===== config.mk =====
export PLATFORM = sky130hd
export DESIGN_NAME = block_scan_gen
export DESIGN_NICKNAME = d
export VERILOG_FILES = /design/src/rtl/scan_pkg.sv /design/src/rtl/en_dff.sv /design/src/rtl/zigzag_step.sv /design/src/rtl/block_scan_gen.sv
export SDC_FILE = /design/constraint.sdc
export NUM_CORES = 1
export LEC_CHECK = 0
export CAP_MARGIN = 20
export CORE_MARGIN = 4
export CORE_UTILIZATION = 47
export CTS_BUF_LIST = sky130_fd_sc_hd__clkbuf_2
export DETAILED_ROUTE_END_ITERATION = 6
export PLACE_DENSITY = 0.8
export SLEW_MARGIN = 20
export SYNTH_ARGS = -nofsm -noshare
export SYNTH_HDL_FRONTEND = slang
export SYNTH_SLANG_ARGS = --single-unit

===== constraint.sdc =====
create_clock -name clk -period 1.7 [get_ports clk]
set_input_delay 0.34 -clock clk [delete_from_list [all_inputs] [get_ports clk]]
set_output_delay 0.34 -clock clk [all_outputs]
set_load 0.05 [all_outputs]

===== src/rtl/scan_pkg.sv =====
// Shared types for the block scan generator: scan mode, FSM state
// and the final scan index N*N-1 for a given log2 block side.
package scan_pkg;

  typedef enum logic {
    SCAN_RASTER = 1'b0,
    SCAN_ZIGZAG = 1'b1
  } scan_mode_e;

  typedef enum logic {
    ST_IDLE = 1'b0,
    ST_RUN  = 1'b1
  } scan_state_e;

  function automatic int unsigned final_idx(
    input int unsigned n_log2
  );
    return (32'd1 << (2 * n_log2)) - 32'd1;
  endfunction

endpackage


===== src/rtl/en_dff.sv =====
// Enable flop cell with synchronous active-high reset.
// Ports: clk, rst, en, d[W] -> q[W]; q resets to RST_VAL.
module en_dff #(
  parameter int           W       = 1,
  parameter logic [W-1:0] RST_VAL = '0
) (
  input  logic         clk,
  input  logic         rst,
  input  logic         en,
  input  logic [W-1:0] d,
  output logic [W-1:0] q
);

  always_ff @(posedge clk) begin
    if (rst)     q <= RST_VAL;
    else if (en) q <= d;
  end

endmodule


===== src/rtl/zigzag_step.sv =====
// Combinational JPEG zigzag successor of (u, v) in an N x N block.
// Ports: u, v (current) -> u_nx, v_nx (next position in zigzag order).
module zigzag_step #(
  parameter int N_LOG2 = 3
) (
  input  logic [N_LOG2-1:0] u,
  input  logic [N_LOG2-1:0] v,
  output logic [N_LOG2-1:0] u_nx,
  output logic [N_LOG2-1:0] v_nx
);

  localparam logic [N_LOG2-1:0] MAXC = '1;

  logic odd;
  logic u_max, v_max, u_zero, v_zero;

  // Parity of u+v equals parity of the two LSBs.
  assign odd    = u[0] ^ v[0];
  assign u_max  = (u == MAXC);
  assign v_max  = (v == MAXC);
  assign u_zero = (u == '0);
  assign v_zero = (v == '0);

  always_comb begin
    u_nx = u;
    v_nx = v;
    unique case (1'b1)
      (!odd &&  u_max):
        v_nx = v + 1'b1;
      (!odd && !u_max &&  v_zero):
        u_nx = u + 1'b1;
      (!odd && !u_max && !v_zero): begin
        u_nx = u + 1'b1;
        v_nx = v - 1'b1;
      end
      ( odd &&  v_max):
        u_nx = u + 1'b1;
      ( odd && !v_max &&  u_zero):
        v_nx = v + 1'b1;
      ( odd && !v_max && !u_zero): begin
        u_nx = u - 1'b1;
        v_nx = v + 1'b1;
      end
      default: begin
        u_nx = u;
        v_nx = v;
      end
    endcase
  end

endmodule


===== src/rtl/block_scan_gen.sv =====
// Coefficient-position generator: walks an N x N block in raster or
// zigzag order, one (u, v, idx) per valid/ready beat; done pulses after
// the final beat. Zigzag support compiled in with BLOCK_SCAN_ZIGZAG_EN.
// Ports: clk, rst, start, mode, abort, ready ->
//        u, v, idx, valid, last, busy, done (all registered).
module block_scan_gen
  import scan_pkg::*;
#(
  parameter int N_LOG2 = 3
) (
  input  logic                  clk,
  input  logic                  rst,
  input  logic                  start,
  input  logic                  mode,
  input  logic                  abort,
  input  logic                  ready,
  output logic [N_LOG2-1:0]     u,
  output logic [N_LOG2-1:0]     v,
  output logic [2*N_LOG2-1:0]   idx,
  output logic                  valid,
  output logic                  last,
  output logic                  busy,
  output logic                  done
);

  localparam int W  = N_LOG2;
  localparam int IW = 2 * N_LOG2;
  localparam logic [W-1:0]  MAXC     = '1;
  localparam logic [IW-1:0] LAST_IDX = IW'(final_idx(N_LOG2));

  scan_state_e state_q, state_d;

  logic [W-1:0]  u_q, v_q;
  logic [W-1:0]  u_d, v_d;
  logic [W-1:0]  u_rs, v_rs;
  logic [W-1:0]  u_step, v_step;
  logic [IW-1:0] idx_q, idx_d;
  logic          last_q, last_d;
  logic          done_q, done_d;
  logic          run, load, beat, final_beat, adv, en_pos;

  assign run        = (state_q == ST_RUN);
  // abort wins over a same-cycle handshake
  assign beat       = run & ready & ~abort;
  assign final_beat = beat & last_q;
  assign load       = (state_q == ST_IDLE) & start;
  // the final beat must not move the position off (N-1, N-1)
  assign adv        = beat & ~last_q;
  assign en_pos     = load | adv;

  assign u_rs = u_q + 1'b1;
  assign v_rs = (u_q == MAXC) ? v_q + 1'b1 : v_q;

`ifdef BLOCK_SCAN_ZIGZAG_EN
  logic          mode_q;
  logic [W-1:0]  u_zz, v_zz;
  logic          zz_sel;

  en_dff #(
    .W       (1),
    .RST_VAL (1'(SCAN_RASTER))
  ) u_mode_ff (
    .clk (clk),
    .rst (rst),
    .en  (load),
    .d   (mode),
    .q   (mode_q)
  );

  zigzag_step #(
    .N_LOG2 (N_LOG2)
  ) u_zigzag_step (
    .u    (u_q),
    .v    (v_q),
    .u_nx (u_zz),
    .v_nx (v_zz)
  );

  assign zz_sel = (scan_mode_e'(mode_q) == SCAN_ZIGZAG);
  assign u_step = zz_sel ? u_zz : u_rs;
  assign v_step = zz_sel ? v_zz : v_rs;
`else
  logic unused_mode;

  assign unused_mode = mode;
  assign u_step      = u_rs;
  assign v_step      = v_rs;
`endif

  // state register
  always_ff @(posedge clk) begin
    if (rst) state_q <= ST_IDLE;
    else     state_q <= state_d;
  end

  // next state
  always_comb begin
    state_d = state_q;
    unique case (state_q)
      ST_IDLE: if (start) state_d = ST_RUN;
      ST_RUN:  if (abort || final_beat) state_d = ST_IDLE;
      default: state_d = ST_IDLE;
    endcase
  end

  // next values for the registered outputs
  always_comb begin
    u_d    = load ? '0 : u_step;
    v_d    = load ? '0 : v_step;
    idx_d  = load ? '0 : idx_q + 1'b1;
    done_d = final_beat;
    last_d = last_q;
    if (load) begin
      last_d = 1'b0;
    end else if (run) begin
      if (abort || final_beat) last_d = 1'b0;
      else if (beat)           last_d = (idx_d == LAST_IDX);
    end
  end

  en_dff #(.W(W)) u_u_ff (
    .clk (clk),
    .rst (rst),
    .en  (en_pos),
    .d   (u_d),
    .q   (u_q)
  );

  en_dff #(.W(W)) u_v_ff (
    .clk (clk),
    .rst (rst),
    .en  (en_pos),
    .d   (v_d),
    .q   (v_q)
  );

  en_dff #(.W(IW)) u_idx_ff (
    .clk (clk),
    .rst (rst),
    .en  (en_pos),
    .d   (idx_d),
    .q   (idx_q)
  );

  en_dff #(.W(1)) u_last_ff (
    .clk (clk),
    .rst (rst),
    .en  (1'b1),
    .d   (last_d),
    .q   (last_q)
  );

  en_dff #(.W(1)) u_done_ff (
    .clk (clk),
    .rst (rst),
    .en  (1'b1),
    .d   (done_d),
    .q   (done_q)
  );

  assign u     = u_q;
  assign v     = v_q;
  assign idx   = idx_q;
  assign valid = run;
  assign busy  = run;
  assign last  = last_q;
  assign done  = done_q;

endmodule


# After elaboration in Yosys (flattened, before gate mapping)
# Cells that the tools add are included.
[totals]
elab_cells = 35
register_bits = 15
[classes]
add_sub_neg = 3
n_reduce_logical = 6
muxes = 9
n_eq_ne = 2
bitwise_logic = 9
[ops]
columns = ["cell", "count"]
rows = [
  ["$mux W3", 3],
  ["$add A3 B1 Y3 const B", 2],
  ["$add A6 B1 Y6 const B", 1],
  ["$eq A6 B6 Y1 const B", 1],
  ["$mux W6", 1],
  ["$and A1 B1 Y1", 5],
  ["$mux W1", 4],
  ["$reduce_and A2 Y1", 2],
  ["$reduce_bool A2 Y1", 2],
  ["$eq A3 B3 Y1 const B", 1],
  ["$not A1 Y1", 3],
  ["$pmux W1 S2", 1],
  ["$reduce_or A2 Y1", 1],
  ["$logic_or A1 B1 Y1", 1],
  ["$or A1 B1 Y1", 1],
]

# Depth between registers and ports, before layout
# Gate-level depths: netlist of run 1.
[depth]
word_depth = 6
mapped_depth = 5

# By module
# From an unflattened synthesis of run 1, not the netlist that was laid out.
[hier_totals]
hier_cells = 91
hier_area_um2 = 824.5
[by_module_without_submodules]
columns = ["module", "area_each_um2", "cells_each", "instances"]
rows = [
  ["block_scan_gen", 340.3, 48, 1],
  ["en_dff (u_idx_ff)", 214.0, 19, 1],
  ["en_dff (u_u_ff ...)", 101.3, 9, 2],
  ["en_dff (u_done_ff ...)", 33.8, 3, 2],
]

# Worst setup path after synthesis of run 1
# OpenSTA, ideal clock, no wires.
[synth_timing]
kind = "register to register"
startpoint = "reg state_q, in the netlist busy"
endpoint = "reg u_last_ff.q"
path_stages_with_launch = 5
required_time_ns = 1.612
path_slack_ns = 0.020
arrival_time_ns = 1.592
path_buffers = 1
setup_time_ns = 0.088
cell_sequence = "dfxtp_1 > and4bb_2 > buf_2 > nand3b_1 > o32ai_2"
[synth_via]
elab_chain_len = 6
elab_cells_between_ends = 13
[synth_lines]
columns = ["item", "line", "text"]
rows = [
  ["from (decl)", "block_scan_gen.sv:31", "scan_state_e state_q, state_d;"],
  ["from (signal assigned)", "block_scan_gen.sv:93", "else state_q <= state_d;"],
  ["$not A1 Y1 or $and A1 B1 Y1 (tied branches)", "n/a", ""],
  ["$and A1 B1 Y1, on equally long branches", "block_scan_gen.sv:46, block_scan_gen.sv:44", ""],
  ["$mux W6 or $and A1 B1 Y1 (tied branches)", "block_scan_gen.sv:110, block_scan_gen.sv:45", ""],
  ["$eq A6 B6 Y1 or $logic_or A1 B1 Y1 (tied branches)", "block_scan_gen.sv:117, block_scan_gen.sv:116", ""],
  ["$mux W1 or $reduce_bool A2 Y1 (tied branches)", "n/a", ""],
  ["$mux W1 or $reduce_and A2 Y1 (tied branches)", "n/a", ""],
  ["to (signal assigned)", "en_dff.sv:15", "if (rst) q <= RST_VAL;"],
  ["to (signal assigned)", "en_dff.sv:16", "else if (en) q <= d;"],
  ["to (decl)", "en_dff.sv:11", "output logic [W-1:0] q"],
]
# Several ways; a longest one is shown, not always the timed one. The select of a mux whose other input is x is not followed.
# A chain may end at the register's enable or synchronous reset.

# Worst setup path in the final report of run 1
[layout_timing]
startpoint = "reg u_idx_ff.q[0]"
endpoint = "reg u_last_ff.q"
[layout_via]
elab_chain_len = 5
[layout_lines]
columns = ["item", "line", "text"]
rows = [
  ["from (decl)", "en_dff.sv:11", ""],
  ["from (signal assigned)", "en_dff.sv:15", ""],
  ["from (signal assigned)", "en_dff.sv:16", ""],
  ["$add A6 B1 Y6", "block_scan_gen.sv:110", "idx_d = load ? '0 : idx_q + 1'b1;"],
  ["$mux W6", "block_scan_gen.sv:110", ""],
  ["$eq A6 B6 Y1", "block_scan_gen.sv:117", "else if (beat) last_d = (idx_d == LAST_IDX);"],
  ["$mux W1", "block_scan_gen.sv:117", ""],
  ["$mux W1", "block_scan_gen.sv:116", "if (abort || final_beat) last_d = 1'b0;"],
]
# No other way between the ends. The select of a mux whose other input is x is not followed.

==> results.cfg, run 1 <==
[setup_path]
rrSetupSlack_ns = 0.15
cp_data_arrival_time_ns = 1.74
worstPathMaxFanout = 6
worst_r2r_startpoint = u_idx_ff.q[0]$_SDFFE_PP0P_
worstSetupStartpointType = flip-flop
cp.required_ns = 1.90
cp-end-kind = flip-flop
path_class = reg -> reg
rr_endpoint = u_last_ff.q$_SDFFE_PP0P_
ff2ff_path_depth = 5

[final_layout]
most-common-layout-cells = buf_4 (20), dfxtp_1 (15), nor2_1 (12)
final_cells = 125
syn2layout_area_growth_pct = 35.8
fillCellCount = 134
finalNetCount = 120
final_common_cell = buf_4
drive_gt1_share_pct = 28.4
antennaDiodeCount = 0

[floorplanning]
die_x_um = 47.7
core_mm2 = 0.00151
dieArea_mm2 = 0.00228
die_y_um = 47.7
start_util_pct = 49.3
io_pins = 22
rows = 14

[cts]
cts_tree = done
cts-htree-levels = 1
cts_max_path_buffers = 2
root_buffer = clkbuf_2
cts_buffers = 3
cts_resized = 0
clkTransAtPathRegs_ns = 0.15
cts_hold_buf = 0
cts.sinks = 15
worstSkewPairLatency_ns = 0.28
post-cts-setup-buffers = 0

[sta]
fin_crit_sh_pct = 91.0
slew_viol_final = 0
timing.hold.ws_ns = 0.501
min_period_ns = 1.55
hold_viol_final = 0
slew_headroom_pct = 76.7
fin_worst_skew_ns = 0.0112
finalSetupViolations = 0
fmax_ghz = 0.646
setup_tns_ns = 0
rsz0062_at_grt = no
worst_slew_pin_slew_ns = 0.348

[synth]
synth_cells = 82
synth.cell_area_um2 = 742
synth_nets = 92
ys_seq_elements = 15
synth_cell_type_count = 23
ys_warn_count = 0
yosysSeqAreaShare_pct = 40.5
avgSynthCellArea_um2 = 9.05

[power]
leakagePower_nw = 0.414
p_per_area_mw_per_mm2 = 600
vdd_drop_max_uv = 343
total_power_mw = 0.604

[place]
port-buffer-count = 20
dp_hpwl_mm = 1.17
gp_congestion = 0.730
dp_cells = 121

[global_route]
antenna_found_initial = 0
grt_pass1_wl_mm = 2.59
grt_start_max_net_pins = 11
grt-ovfl-total = 0
grt_pass1_vias = 593
grtUsageTotal_pct = 16.0

[routing]
ant_nets = 0
dr_wl_met3_um = 72
vias = 626
met2_length_um = 762
highest_layer = met3
viasPerCell = 5.01
wire_per_inst_um = 12.4
first_iter_violations = 5
dr.pass1.iters = 4
drt-met1-wl_um = 712
post-route-drc-count = 0
wirelength_mm = 1.55

[hold_path]
min_path_cells = 2
hold_start = u_v_ff.q[1]$_SDFFE_PP0P_
hold_path.class = reg -> reg
hold-path-endpoint = u_v_ff.q[1]$_SDFFE_PP0P_

[status]
status = complete, no violations

[run]
max-cap-violations = 0
[per-layer routing]
layer	global-route usage (%)	up-vias
met5	0	-
met4	4.84	0
met3	3.38	0
li1	-	335
met1	21.0	278
met2	26.1	13
[worst max-delay path, cell delays in order, from the launching register on]
cell	delay, ns
dfxtp_1	0.51
ha_1	0.30
xnor2_1	0.08
nor3b_1	0.21
nand3b_1	0.12
o32ai_2	0.25
[cells by family after synthesis]
family	after synthesis	synth area share [%]
compound gates	9	7.93
fa+ha+maj	4	6.75
flops	15	40.5
simple gates	38	26.3
buf+inv	4	3.37
xor+xnor	10	11.8
mux	2	3.37
[synth_stat cells, drive strengths merged]
cell type  count  area share (%)
a21oi          6             4.0
o32ai          1             2.2
mux2           1             2.0
nand4          1            0.84
o31ai          1             1.0
and4           1             1.5
and4bb         1             1.7
buf            4             3.4
ha             4             6.7
nor3b          1             1.0
o21ai          1            0.67
nand2          9             4.6
nor2          12             6.1
xnor2          4             4.7
nand2b         3             2.5
and2           1            0.84
dfxtp         15              40
nand3b         3             3.0
mux2i          1             1.3
xor2           6             7.1
nand3          5             3.4
nor2b          1            0.84
[report_power, final]
| group | internal [mW] | leakage, nW | switching [mW] | total (mW) |
|---|---|---|---|---|
| Sequential | 0.354 | 0.121 | 0.00415 | 0.359 |
| Combinational | 0.0340 | 0.276 | 0.0396 | 0.0737 |
| Clock | 0.0624 | 0.0166 | 0.110 | 0.172 |
| Total | 0.451 | 0.414 | 0.154 | 0.604 |
[stage by stage]
step / area, um2 / setup slack (ns) / utilization, %
2_1_floorplan: 742 / 0.0202 / -
3_3_place_gp: 987 / 0.0517 / 65.5
3_5_place_dp: 987 / 0.0414 / 65.5
4_1_cts: 1010 / 0.144 / 66.9
5_1_grt: 1010 / 0.0173 / 66.9
6_report: 1010 / 0.153 / 66.9
[sequential cells by signal, indices dropped and copies added (netlist names)]
name and count:
u_u_ff.q 3, u_last_ff.q 1, u_done_ff.q 1, u_idx_ff.q 6
u_v_ff.q 3, busy 1
[how the worst max path moves through the flow]
stage	startpoint	to	slack (ns)	cells past startpoint
2_1_floorplan	busy$_SDFF_PP0_	u_last_ff.q$_SDFFE_PP0P_	0.02	4
3_3_place_gp	abort	u_v_ff.q[0]$_SDFFE_PP0P_	0.05	6
3_5_place_dp	ready	u_idx_ff.q[4]$_SDFFE_PP0P_	0.04	6
4_1_cts	u_idx_ff.q[0]$_SDFFE_PP0P_	u_last_ff.q$_SDFFE_PP0P_	0.14	5
5_1_grt	u_idx_ff.q[0]$_SDFFE_PP0P_	u_last_ff.q$_SDFFE_PP0P_	0.02	5
6_report	u_idx_ff.q[0]$_SDFFE_PP0P_	u_last_ff.q$_SDFFE_PP0P_	0.15	5
[final cells by class]
type	count	area, um2	share of cell area, %
Sequential cell	15	300	29.8
Multi-Input combinational cell	63	417	41.4
Tap cell	16	20.0	1.99
Timing Repair Buffer	27	250	24.8
Clock buffer	4	20.0	1.99
No activity file was read; power rests on OpenSTA's default activity.
==> inputs of run 2 (changes only) <==
--- a/config.mk
+++ b/config.mk
@@ -6,11 +6,13 @@
 export NUM_CORES = 1
 export LEC_CHECK = 0
 export CAP_MARGIN = 20
+export CELL_PAD_IN_SITES_DETAIL_PLACEMENT = 1
+export CELL_PAD_IN_SITES_GLOBAL_PLACEMENT = 2
 export CORE_MARGIN = 4
-export CORE_UTILIZATION = 47
+export CORE_UTILIZATION = 28
 export CTS_BUF_LIST = sky130_fd_sc_hd__clkbuf_2
 export DETAILED_ROUTE_END_ITERATION = 6
-export PLACE_DENSITY = 0.8
+export PLACE_DENSITY_LB_ADDON = 0.1
 export SLEW_MARGIN = 20
 export SYNTH_ARGS = -nofsm -noshare
 export SYNTH_HDL_FRONTEND = slang
==> results.cfg, run 2 (synthesized netlist as in run 1, its figures left out) <==
[power]
p_per_area_mw_per_mm2 = 582
vdd_drop_max_uv = 430
switching_power_mw = 0.161
total_power_mw = 0.614
p_clk_share_pct = 29.0
p_int_mw = 0.453
swShare_pct = 26.2
pwr-share-seq_pct = 58.3
leakagePower_nw = 0.436
p_comb_share_pct = 12.7

[floorplanning]
dieArea_mm2 = 0.00354
rows = 18
io_pins = 22
die_y_um = 59.5
start_util_pct = 29.7
core_mm2 = 0.00250
die_x_um = 59.5

[sta]
timing.hold.ws_ns = 0.509
finalSetupViolations = 0
slew_viol_final = 0
min_period_ns = 1.47
worst_slew_pin_slew_ns = 0.332
fmax_ghz = 0.679
slew_headroom_pct = 77.8
fin_worst_skew_ns = 0.0158
hold_viol_final = 0
fin_crit_sh_pct = 86.7
setup_slack_ns = 0.226
rsz0062_at_grt = no
setup_tns_ns = 0

[global_route]
grt-ovfl-total = 0
grtUsageTotal_pct = 11.6
grt_pass1_wl_mm = 3.01
antenna_found_initial = 0
grt_start_max_net_pins = 10
grt_pass1_vias = 664

[final_layout]
final_common_cell = buf_4
most-common-layout-cells = buf_4 (24), dfxtp_1 (15), nor2_1 (12)
top_register = u_idx_ff.q
reg_top3 = u_idx_ff.q: 6 flops, u_u_ff.q: 3 flops, u_v_ff.q: 3 flops
syn2layout_area_growth_pct = 42.2
multiInputGateArea_um2 = 417
final_cells = 143
finalNetCount = 124
finalInstanceArea_mm2 = 0.00105
fillCellCount = 314
antennaDiodeCount = 0
postLayoutCoreUtil_pct = 42.2
largest_reg_flops = 6
drive_gt1_share_pct = 31.0
seq_area_um2 = 300

[cts]
clkTransAtPathRegs_ns = 0.15
cts-htree-levels = 1
worstSkewPairLatency_ns = 0.29
cts_max_path_buffers = 2
cts.sinks = 15
post-cts-setup-buffers = 0
cts_tree = done
cts_hold_buf = 0
root_buffer = clkbuf_2
cts_resized = 0
cts_buffers = 3

[hold_path]
hold_start = u_v_ff.q[1]$_SDFFE_PP0P_
min_path_cells = 2
hold-path-endpoint = u_v_ff.q[1]$_SDFFE_PP0P_
hold_path.class = reg -> reg

[routing]
viasPerCell = 4.61
wirelength_mm = 1.78
vias = 659
first_iter_violations = 10
wire_per_inst_um = 12.5
post-route-drc-count = 0
dr.pass1.iters = 2
ant_nets = 0

[setup_path]
path_class = reg -> reg
cp.required_ns = 1.92
worstPathCellList = ha_1 > xnor2_1 > nor3b_1 > nand3b_1 > o32ai_2
slowest_delay_ns = 0.46
crit_buf_inv = 0
rr_endpoint = u_last_ff.q$_SDFFE_PP0P_
worstSetupStartpointType = flip-flop
worstPathMaxFanout = 5
ff2ff_path_depth = 5
critical-path-top-delay-family = flip-flops
rrSetupSlack_ns = 0.23
worst_r2r_startpoint = u_idx_ff.q[1]$_SDFFE_PP0P_
cp_data_arrival_time_ns = 1.70
cp-end-kind = flip-flop
slowest_stage = dfxtp_1

[place]
dp_cells = 139
gp_congestion = 0.677
port-buffer-count = 20
place_area_mm2 = 0.00103
pre_cts_slack_ns = 0.0199
dp_hpwl_mm = 1.33

[status]
status = complete, no violations

[run]
max-cap-violations = 0
-- run 2: final cells by class --
type                    instances  share of cell area [%]
multi-input cells              63                    39.5
flip-flops and latches         15                    28.5
repair buffers                 31                    26.6
well taps                      30                    3.56
clock buffers                   4                    1.90
-- run 2: how the worst max path moves through the flow --
stage                                     from                          to  depth (start not counted)  slack, ns
global route        u_idx_ff.q[1]$_SDFFE_PP0P_    u_last_ff.q$_SDFFE_PP0P_                          5       0.07
floorplan                      busy$_SDFF_PP0_    u_last_ff.q$_SDFFE_PP0P_                          4       0.02
CTS                 u_idx_ff.q[1]$_SDFFE_PP0P_    u_last_ff.q$_SDFFE_PP0P_                          5       0.22
finish              u_idx_ff.q[1]$_SDFFE_PP0P_    u_last_ff.q$_SDFFE_PP0P_                          5       0.23
global placement                         abort    u_u_ff.q[0]$_SDFFE_PP0P_                          6       0.02
detailed placement                       abort  u_idx_ff.q[4]$_SDFFE_PP0P_                          6       0.02
-- run 2: power by group through the flow --
stage                     Clock, mW  Combinational (mW)  Sequential (mW)
after CTS                     0.195              0.0796            0.358
after global routing          0.206              0.0844            0.359
after detailed placement          0              0.0791            0.366
after floorplan                   0              0.0298            0.375
final                         0.178              0.0780            0.358
after global placement            0              0.0788            0.365
-- run 2: worst register-to-register path, cell delays in order, from the launching register on --
cell and delay (ns):
dfxtp_1 0.46, ha_1 0.29, xnor2_1 0.09, nor3b_1 0.19, nand3b_1 0.12, o32ai_2 0.26
-- run 2: routing by layer --
layer  vias to the layer above  GRT usage [%]  routed length [um]
li1                        340              -                   -
met1                       302           15.0                 878
met2                        15           17.0                 765
met3                         2           4.58                 114
met4                         0           4.85                  24
met5                         -              0                   0
